--- src/rtl/segment_pkg.sv ---
// Shared display constants: default scan timing, digit-count limits, scan FSM encoding.
package segment_pkg;

  localparam int unsigned DEF_N_DIGITS    = 4;
  localparam int unsigned DEF_SCAN_DIV    = 100000;
  localparam int unsigned DEF_DEAD_CYCLES = 16;

  localparam int unsigned MIN_DIGITS = 2;
  localparam int unsigned MAX_DIGITS = 8;

  // Scan FSM encoding, kept as plain constants for compatibility with older consumers
  localparam logic [0:0] ST_DEAD = 1'b0;
  localparam logic [0:0] ST_SHOW = 1'b1;

endpackage

--- src/rtl/scan_timer.sv ---
// Per-slot timebase: free-running slot counter plus the DEAD/SHOW phase decode.
module scan_timer
  import segment_pkg::*;
#(
  parameter int unsigned SCAN_DIV    = DEF_SCAN_DIV,
  parameter int unsigned DEAD_CYCLES = DEF_DEAD_CYCLES
) (
  input  logic clk,
  input  logic rst,
  output logic slot_wrap,
  output logic dead_end,
  output logic in_dead
);

  localparam int unsigned    CW        = (SCAN_DIV > 1) ? $clog2(SCAN_DIV) : 1;
  localparam logic [CW-1:0]  CNT_LAST  = CW'(SCAN_DIV - 1);
  localparam logic [CW-1:0]  DEAD_LAST = CW'(DEAD_CYCLES - 1);

  logic [CW-1:0] cnt;
  logic [0:0]    state;

  // slot_wrap/dead_end flag the edge that leaves the last cycle of the slot / dead window
  assign slot_wrap = (cnt == CNT_LAST);
  assign dead_end  = (cnt == DEAD_LAST);
  assign in_dead   = (state == ST_DEAD);

  // Slot counter: 0..SCAN_DIV-1, then back to 0
  always_ff @(posedge clk or posedge rst) begin
    if (rst)            cnt <= '0;
    else if (slot_wrap) cnt <= '0;
    else                cnt <= cnt + 1'b1;
  end

  // Phase FSM: every slot opens dark, lights once the dead window has elapsed
  always_ff @(posedge clk or posedge rst) begin
    if (rst)            state <= ST_DEAD;
    else if (slot_wrap) state <= ST_DEAD;
    else if (dead_end)  state <= ST_SHOW;
  end

endmodule

--- src/rtl/segment_scan_controller.sv ---
// Multiplexed seven-segment scan controller with double-buffered digits,
// frame-aligned commit and leading-zero blanking. hex_out feeds an external decoder.
module segment_scan_controller
  import segment_pkg::*;
#(
  parameter int unsigned N_DIGITS    = DEF_N_DIGITS,
  parameter int unsigned SCAN_DIV    = DEF_SCAN_DIV,
  parameter int unsigned DEAD_CYCLES = DEF_DEAD_CYCLES
) (
  input  logic                  clk,
  input  logic                  rst,
  input  logic                  load,
  input  logic [4*N_DIGITS-1:0] digits_in,
  input  logic [N_DIGITS-1:0]   dp_in,
  input  logic                  blank_lz,
  output logic [3:0]            hex_out,
  output logic                  dp_out,
  output logic [N_DIGITS-1:0]   digit_en_n,
  output logic                  commit
);

  if (N_DIGITS < MIN_DIGITS || N_DIGITS > MAX_DIGITS) begin : g_bad_digits
    $error("segment_scan_controller: N_DIGITS out of range");
  end

  localparam int unsigned            IW       = $clog2(N_DIGITS);
  localparam logic [IW-1:0]          IDX_LAST = IW'(N_DIGITS - 1);
  localparam logic [N_DIGITS-1:0]    ONE_HOT0 = N_DIGITS'(1);

  logic                slot_wrap, dead_end, in_dead;
  logic [IW-1:0]       idx, idx_nxt;
  logic                frame_wrap, do_commit, dead_nxt, run;
  logic                pending;
  logic [3:0]          shadow_hex  [N_DIGITS];
  logic [3:0]          active_hex  [N_DIGITS];
  logic [3:0]          act_hex_nxt [N_DIGITS];
  logic [N_DIGITS-1:0] shadow_dp, active_dp, act_dp_nxt, blank;

  scan_timer #(
    .SCAN_DIV    (SCAN_DIV),
    .DEAD_CYCLES (DEAD_CYCLES)
  ) u_scan_timer (
    .clk       (clk),
    .rst       (rst),
    .slot_wrap (slot_wrap),
    .dead_end  (dead_end),
    .in_dead   (in_dead)
  );

  // Post-edge view of index, phase and active buffer: outputs are registered from
  // these so they change on the very edge that enters the new state.
  always_comb begin
    frame_wrap  = slot_wrap && (idx == IDX_LAST);
    do_commit   = frame_wrap && pending;
    idx_nxt     = idx;
    if (slot_wrap) idx_nxt = (idx == IDX_LAST) ? '0 : idx + 1'b1;
    dead_nxt    = slot_wrap || (in_dead && !dead_end);
    act_dp_nxt  = do_commit ? shadow_dp : active_dp;
    for (int unsigned k = 0; k < N_DIGITS; k++)
      act_hex_nxt[k] = do_commit ? shadow_hex[k] : active_hex[k];
  end

  // Leading-zero blanking: a zero, dp-less run from the top digit down; digit 0 never blanks
  always_comb begin
    blank = '0;
    run   = blank_lz;
    for (int unsigned k = N_DIGITS - 1; k >= 1; k--) begin
      run      = run && (act_hex_nxt[k] == 4'h0) && !act_dp_nxt[k];
      blank[k] = run;
    end
  end

  // Digit index advances once per slot
  always_ff @(posedge clk or posedge rst) begin
    if (rst) idx <= '0;
    else     idx <= idx_nxt;
  end

  // Shadow/active buffers; a load on the commit edge lands in shadow and stays pending
  always_ff @(posedge clk or posedge rst) begin
    if (rst) begin
      pending   <= 1'b0;
      shadow_dp <= '0;
      active_dp <= '0;
      for (int unsigned k = 0; k < N_DIGITS; k++) begin
        shadow_hex[k] <= '0;
        active_hex[k] <= '0;
      end
    end else begin
      active_dp <= act_dp_nxt;
      for (int unsigned k = 0; k < N_DIGITS; k++)
        active_hex[k] <= act_hex_nxt[k];
      if (load) begin
        pending   <= 1'b1;
        shadow_dp <= dp_in;
        for (int unsigned k = 0; k < N_DIGITS; k++)
          shadow_hex[k] <= digits_in[4*k +: 4];
      end else if (do_commit) begin
        pending <= 1'b0;
      end
    end
  end

  // Registered display outputs for the state being entered
  always_ff @(posedge clk or posedge rst) begin
    if (rst) begin
      digit_en_n <= '1;
      dp_out     <= 1'b1;
      hex_out    <= '0;
      commit     <= 1'b0;
    end else begin
      commit  <= do_commit;
      hex_out <= act_hex_nxt[idx_nxt];
      if (dead_nxt || blank[idx_nxt]) begin
        digit_en_n <= '1;
        dp_out     <= 1'b1;
      end else begin
        digit_en_n <= ~(ONE_HOT0 << idx_nxt);
        dp_out     <= ~act_dp_nxt[idx_nxt];
      end
    end
  end

endmodule

--- config.mk ---
export PLATFORM = sky130hd
export DESIGN_NAME = segment_scan_controller
export DESIGN_NICKNAME = d
export VERILOG_FILES = /design/src/rtl/segment_pkg.sv /design/src/rtl/scan_timer.sv /design/src/rtl/segment_scan_controller.sv
export SDC_FILE = /design/constraint.sdc
export NUM_CORES = 1
export LEC_CHECK = 0
export ABC_CLOCK_PERIOD_IN_PS = 3000
export CAP_MARGIN = 20
export CORE_MARGIN = 4
export CORE_UTILIZATION = 55
export CTS_CLUSTER_DIAMETER = 30
export DETAILED_ROUTE_END_ITERATION = 12
export PLACE_DENSITY = 0.78
export SLEW_MARGIN = 20
export SYNTH_ARGS = -nofsm -noshare
export SYNTH_HDL_FRONTEND = slang
export SYNTH_HIERARCHICAL = 1
export SYNTH_SLANG_ARGS = --single-unit
--- constraint.sdc ---
create_clock -name clk -period 3 [get_ports clk]
set_input_delay 0.75 -clock clk [delete_from_list [all_inputs] [get_ports clk]]
set_output_delay 0.75 -clock clk [all_outputs]
set_load 0.005 [all_outputs]
After elaboration in Yosys (flattened, before gate mapping)
Cells that the tools add are included.
Widths: inputs -> output; s select.
{"block": "op_classes", "n_addsub": 2, "n_mul": 0, "shift": 1, "n_div": 0, "magnitude_cmp": 2, "n_reduce_logical": 20, "n_eq_ne": 3, "bitwise_logic": 4, "n_mux": 21}
{"cell": "$mux 4", "count": 8}
{"cell": "$add 17x1->17 const B", "count": 1}
{"cell": "$eq 17x17->1 const B", "count": 1}
{"cell": "$eq 17x4->1 const B", "count": 1}
{"cell": "$mux 17", "count": 1}
{"cell": "$logic_not 4->1", "count": 3}
{"cell": "$logic_and 1x1->1", "count": 9}
{"cell": "$bmux 4 s2", "count": 1}
{"cell": "$mux 1", "count": 7}
{"cell": "$bmux 1 s2", "count": 2}
{"cell": "$logic_not 1->1", "count": 4}
{"cell": "$mux 2", "count": 2}
{"cell": "$not 4->4", "count": 1}
{"cell": "$reduce_bool 2->1", "count": 2}
{"cell": "$shl 1x2->4 const A", "count": 1}
{"cell": "$ge 3x3->1 const B", "count": 1}
{"cell": "$lt 2x3->1 const B", "count": 1}
{"cell": "$not 2->3", "count": 1}
{"cell": "$add 2x1->2 const B", "count": 1}
{"cell": "$eq 2x2->1 const B", "count": 1}
{"cell": "$logic_or 1x1->1", "count": 2}
{"cell": "$not 1->1", "count": 2}
{"block": "totals", "register_bits": 71, "elab_cells": 71, "latch_bits": 0, "out_inout_bits": 10, "rom_bits": 0, "mem_count": 0, "ramBits": 0, "input_bits": 24}

Depth between registers and ports, before layout
Gate-level depths: netlist of run 1.
{"block": "depth", "ltp_word": 15, "depth_mapped": 10, "ltp_nobuf": 8}

Cells and area by module
Netlist of run 1, hierarchy kept.
{"mod": "segment_scan_controller", "cells_each": 144, "area_each_um2": 2227.1, "n_inst": 1, "seq_area_each_um2": 1332.5}
{"mod": "scan_timer", "cells_each": 88, "area_each_um2": 875.8, "n_inst": 1, "seq_area_each_um2": 450.4}

Worst setup path after synthesis of run 1
OpenSTA, ideal clock, no wires.
{"block": "synth_timing", "kind": "reg2reg", "from": "register u_scan_timer.cnt[11]", "to": "register hex_out[0]", "period_less_slack_ns": 2.600, "arrival_ns": 2.462, "setup_slack_ns": 0.400, "stages_incl_launch_ff": 8, "path_buffers": 2, "setup_time_ns": 0.138, "cell_sequence": "dfrtp_1 -> or4_4 -> nor4_1 -> buf_6 -> nand3_4 -> buf_6 -> mux2_4 -> mux4_2"}
{"item": "from (decl)", "line": "scan_timer.sv:19", "rtl": "logic [CW-1:0] cnt;"}
{"item": "from (signal assigned)", "line": "scan_timer.sv:31", "rtl": "else cnt <= cnt + 1'b1;"}
{"item": "to (signal assigned)", "line": "segment_scan_controller.sv:113", "rtl": "hex_out <= act_hex_nxt[idx_nxt];"}
{"item": "to (decl)", "line": "segment_scan_controller.sv:16", "rtl": "output logic [3:0] hex_out,"}

==> flow_summary_export.csv, run 1 <==
group,metric,value,unit
critical_path,cp_slowest_stage_delay,540,ps
pwr,seqPwrFrac,0.522,
drt,vias,1966,
critical_path,crit_path_top_delay_cell,"or4_4",
pwr,power_leakage,1.681,nW
clocking,h-tree-depth,3,
critical_path,crit_family,"simple AND/OR/NAND/NOR gates",
cells_and_area,antenna_cells,0,
pwr,peakVddDrop,0.0004408,V
cells_and_area,fin_nets,301,
logic_synthesis,synth_cell_types,35,
clocking,clock_latency,340,ps
global_routing,grt_use_total,0.1857,
logic_synthesis,ys.flop_type,"dfrtp_1",
drt,ant_nets,0,
logic_synthesis,synth_area,3103,µm²
timing,worstMarginPinSlew,679.2,ps
logic_synthesis,ys_async_sr_fraction,1.000,
cells_and_area,final.fill_count,425,
critical_path,worst_setup_path_end_kind,"flip-flop",
critical_path,critPathKind,"reg -> reg",
logic_synthesis,synth_cells,232,
clocking,cts_setup_buffers,0,
drt,firstDrtPassIters,4,
pwr,p_switching,0.4210,mW
timing,setup-tns-final,0,ps
logic_synthesis,yosysMostFrequentCell,"dfrtp_1",
cells_and_area,utilization,0.6850,
drt,avgRoutedWirePerCell,16.48,µm
logic_synthesis,synth-seq-area-share,0.5746,
logic_synthesis,ys_warn_count,6,
logic_synthesis,syn_area_per_cell,13.37,µm²
clocking,path_clk_slew,80,ps
critical_path,worstPathArrival,3040,ps
timing,timing.final.crit_share,0.9429,
timing,slew_viol_final,0,
die,design.core.area,5473,µm²
hold_path,hold_path.class,"reg -> reg",
run_status,status,"complete, no violations",
clocking,clock-sinks,71,
logic_synthesis,yosys-top-cells-area,"dfrtp_1, mux2_2, mux2_4, dfstp_2, mux4_2",
clocking,cts_buffers,9,
critical_path,worstSetupStartpointType,"flip-flop",
die,io_pins,34,
clocking,cts_tree,"built",
pwr,power_switching_share,0.2180,
job,drv_cap,0,
timing,fmax,353.5,MHz
global_routing,grt_pass1_wl,10090,µm
die,fp.dieH,83.11,µm
die,start_util,0.5670,
drt,drc_errors,0,
pwr,power.density,515.1,nW/µm²
logic_synthesis,yosysTopAreaCellShare,0.5323,
die,die_x,83.11,µm
global_routing,grt_max_degree,43,
logic_synthesis,synth_top_area_cell,"dfrtp_1",
logic_synthesis,synthTopCellsByCount,"dfrtp_1, mux2_2, nor2_1",
placement,io_buffers,33,
die,die_area,6907,µm²
placement,place.gp.congestion,0.8555,
global_routing,grt_pass1_vias,2010,
pwr,pwr-share-comb,0.048,
pwr,cell_internal_pwr,1.510,mW
drt,via_per_inst,5.585,
cells_and_area,multi_input_area,1230,µm²
die,fp-row-count,27,
critical_path,crit_chain,"or4_4, nor4_1, buf_4, nand3_4, mux2_4, mux4_2",
clocking,root_buffer,"clkbuf_8",
critical_path,crit_buf_inv,1,
critical_path,crit_fanout,25,
drt,wirelength,5802,µm
clocking,cts_buffer_depth,2,
cells_and_area,area_growth,20.81,%
logic_synthesis,synth_edf_count,0,
logic_synthesis,ys_ff_latch,71,
drt,detail_route.iter0.violations,117,
timing,rsz0062_at_grt,"no",
pwr,p_clk_frac,0.430,
timing,clock_skew,5.709,ps
clocking,cts.repair.resized,0,
timing,setup_viol,0,
cells_and_area,drive_gt1_frac,0.2714,
placement,dpl.hpwl,3986,µm
global_routing,overflow,0,
timing,fin_crit,2829,ps
timing,finalHoldViolations,0,
logic_synthesis,synthesis.nets,258,
cells_and_area,register_area,1783,µm²
critical_path,crit_required,3220,ps
timing,max_slew_margin,0.5467,
global_routing,grt_antenna_before_repair,0,
clocking,cts-hold-fix-buffers,0,
-- power groups by stage --
stage,Combinational [mW],Sequential [mW],Clock [mW]
2_1_floorplan,0.0508,1.01,0
3_3_place_gp,0.0923,1.03,0
3_5_place_dp,0.0948,1.03,0
4_1_cts,0.0966,1.01,0.847
5_1_grt,0.104,1.01,0.901
6_report,0.0936,1.01,0.830
-- per-layer routing --
layer	track usage	share of wire	up-vias
li1	-	-	916
met1	0.2492	0.45	992
met2	0.2879	0.48	48
met3	0.05258	0.049	10
met4	0.07132	0.018	0
met5	0	0	-
-- cell usage in the layout, fill, tap and decap left out, types with 2 or more instances in the layout --
master,instances
xor2_1,4
mux2i_1,2
ha_1,2
inv_1,10
nor4_1,8
buf_4,4
clkdlybuf4s50_1,33
nand4_1,6
nor2_1,17
nand3_1,8
mux2_4,11
mux2_2,28
clkbuf_8,9
mux4_2,5
a21oi_1,3
inv_2,2
nand2_1,10
dfstp_2,5
dfrtp_1,66
o21ai_0,4
or4_1,3
clkinvlp_4,3
xnor2_1,12
bufinv_16,2
nand3b_1,2
nor3_1,6
-- logic make-up (layout without fill, tap and decap cells) --
kind of cell	after synthesis	in the layout	synth area share
and+or+nand+nor	67	67	0.1210
buffers and inverters	18	66	0.02903
AOI/OAI and AO/OA	12	12	0.02460
xor gates and xnor gates	16	16	0.04516
adders and majority gates	2	2	0.008063
muxes	46	46	0.1976
DFF	71	71	0.5746
-- final cells by class --
cell class / count / share of cell area
clock buffer: 9 / 0.03304
clock inverter: 7 / 0.02570
inverter: 12 / 0.01202
multi-input combinational: 143 / 0.3281
sequential: 71 / 0.4756
tap: 72 / 0.02403
timing repair buffer: 38 / 0.1015
-- worst paths after layout --
kind / start / endpoint / slack, ps / depth (start not counted)
setup / recovery: u_scan_timer/cnt[13] / hex_out[2] / 170 / 6
hold / removal: u_scan_timer/cnt[0] / u_scan_timer/cnt[0] / 500 / 1
setup reg to reg: u_scan_timer/cnt[13] / hex_out[2] / 170 / 6
hold reg to reg: u_scan_timer/cnt[0] / u_scan_timer/cnt[0] / 500 / 1
max in group asynchronous: rst / u_scan_timer/state / 1700 / 2
min in group asynchronous: rst / shadow_dp[3] / 680 / 2
-- sequential cells by signal (all words and copies together) (netlist names), 2 cells and up --
name	count
idx	2
active_dp	4
u_scan_timer/cnt	17
active_hex	16
shadow_dp	4
shadow_hex	16
hex_out	4
digit_en_n	4
-- stage by stage --
stage | worst slack (ps) | std cells | power [mW] | cell area [µm²] | hold WS [ps]
floorplan | 400.0 | 232 | 1.066 | 3103 | 455.2
global placement | 210.9 | 336 | 1.117 | 3528 | 481.0
detailed placement | 174.3 | 336 | 1.121 | 3528 | 482.0
CTS | 150.5 | 352 | 1.951 | 3749 | 501.6
global route | 4.722 | 352 | 2.015 | 3749 | 513.2
finish | 171.2 | 352 | 1.931 | 3749 | 497.3
No activity file was read; power rests on OpenSTA's default activity.
==> run 2: changes to the inputs <==
Settings changed: CAP_MARGIN 20 to 10.
==> results of run 2 <==
Final layout, timing and power as in run 1 (identical DEF).
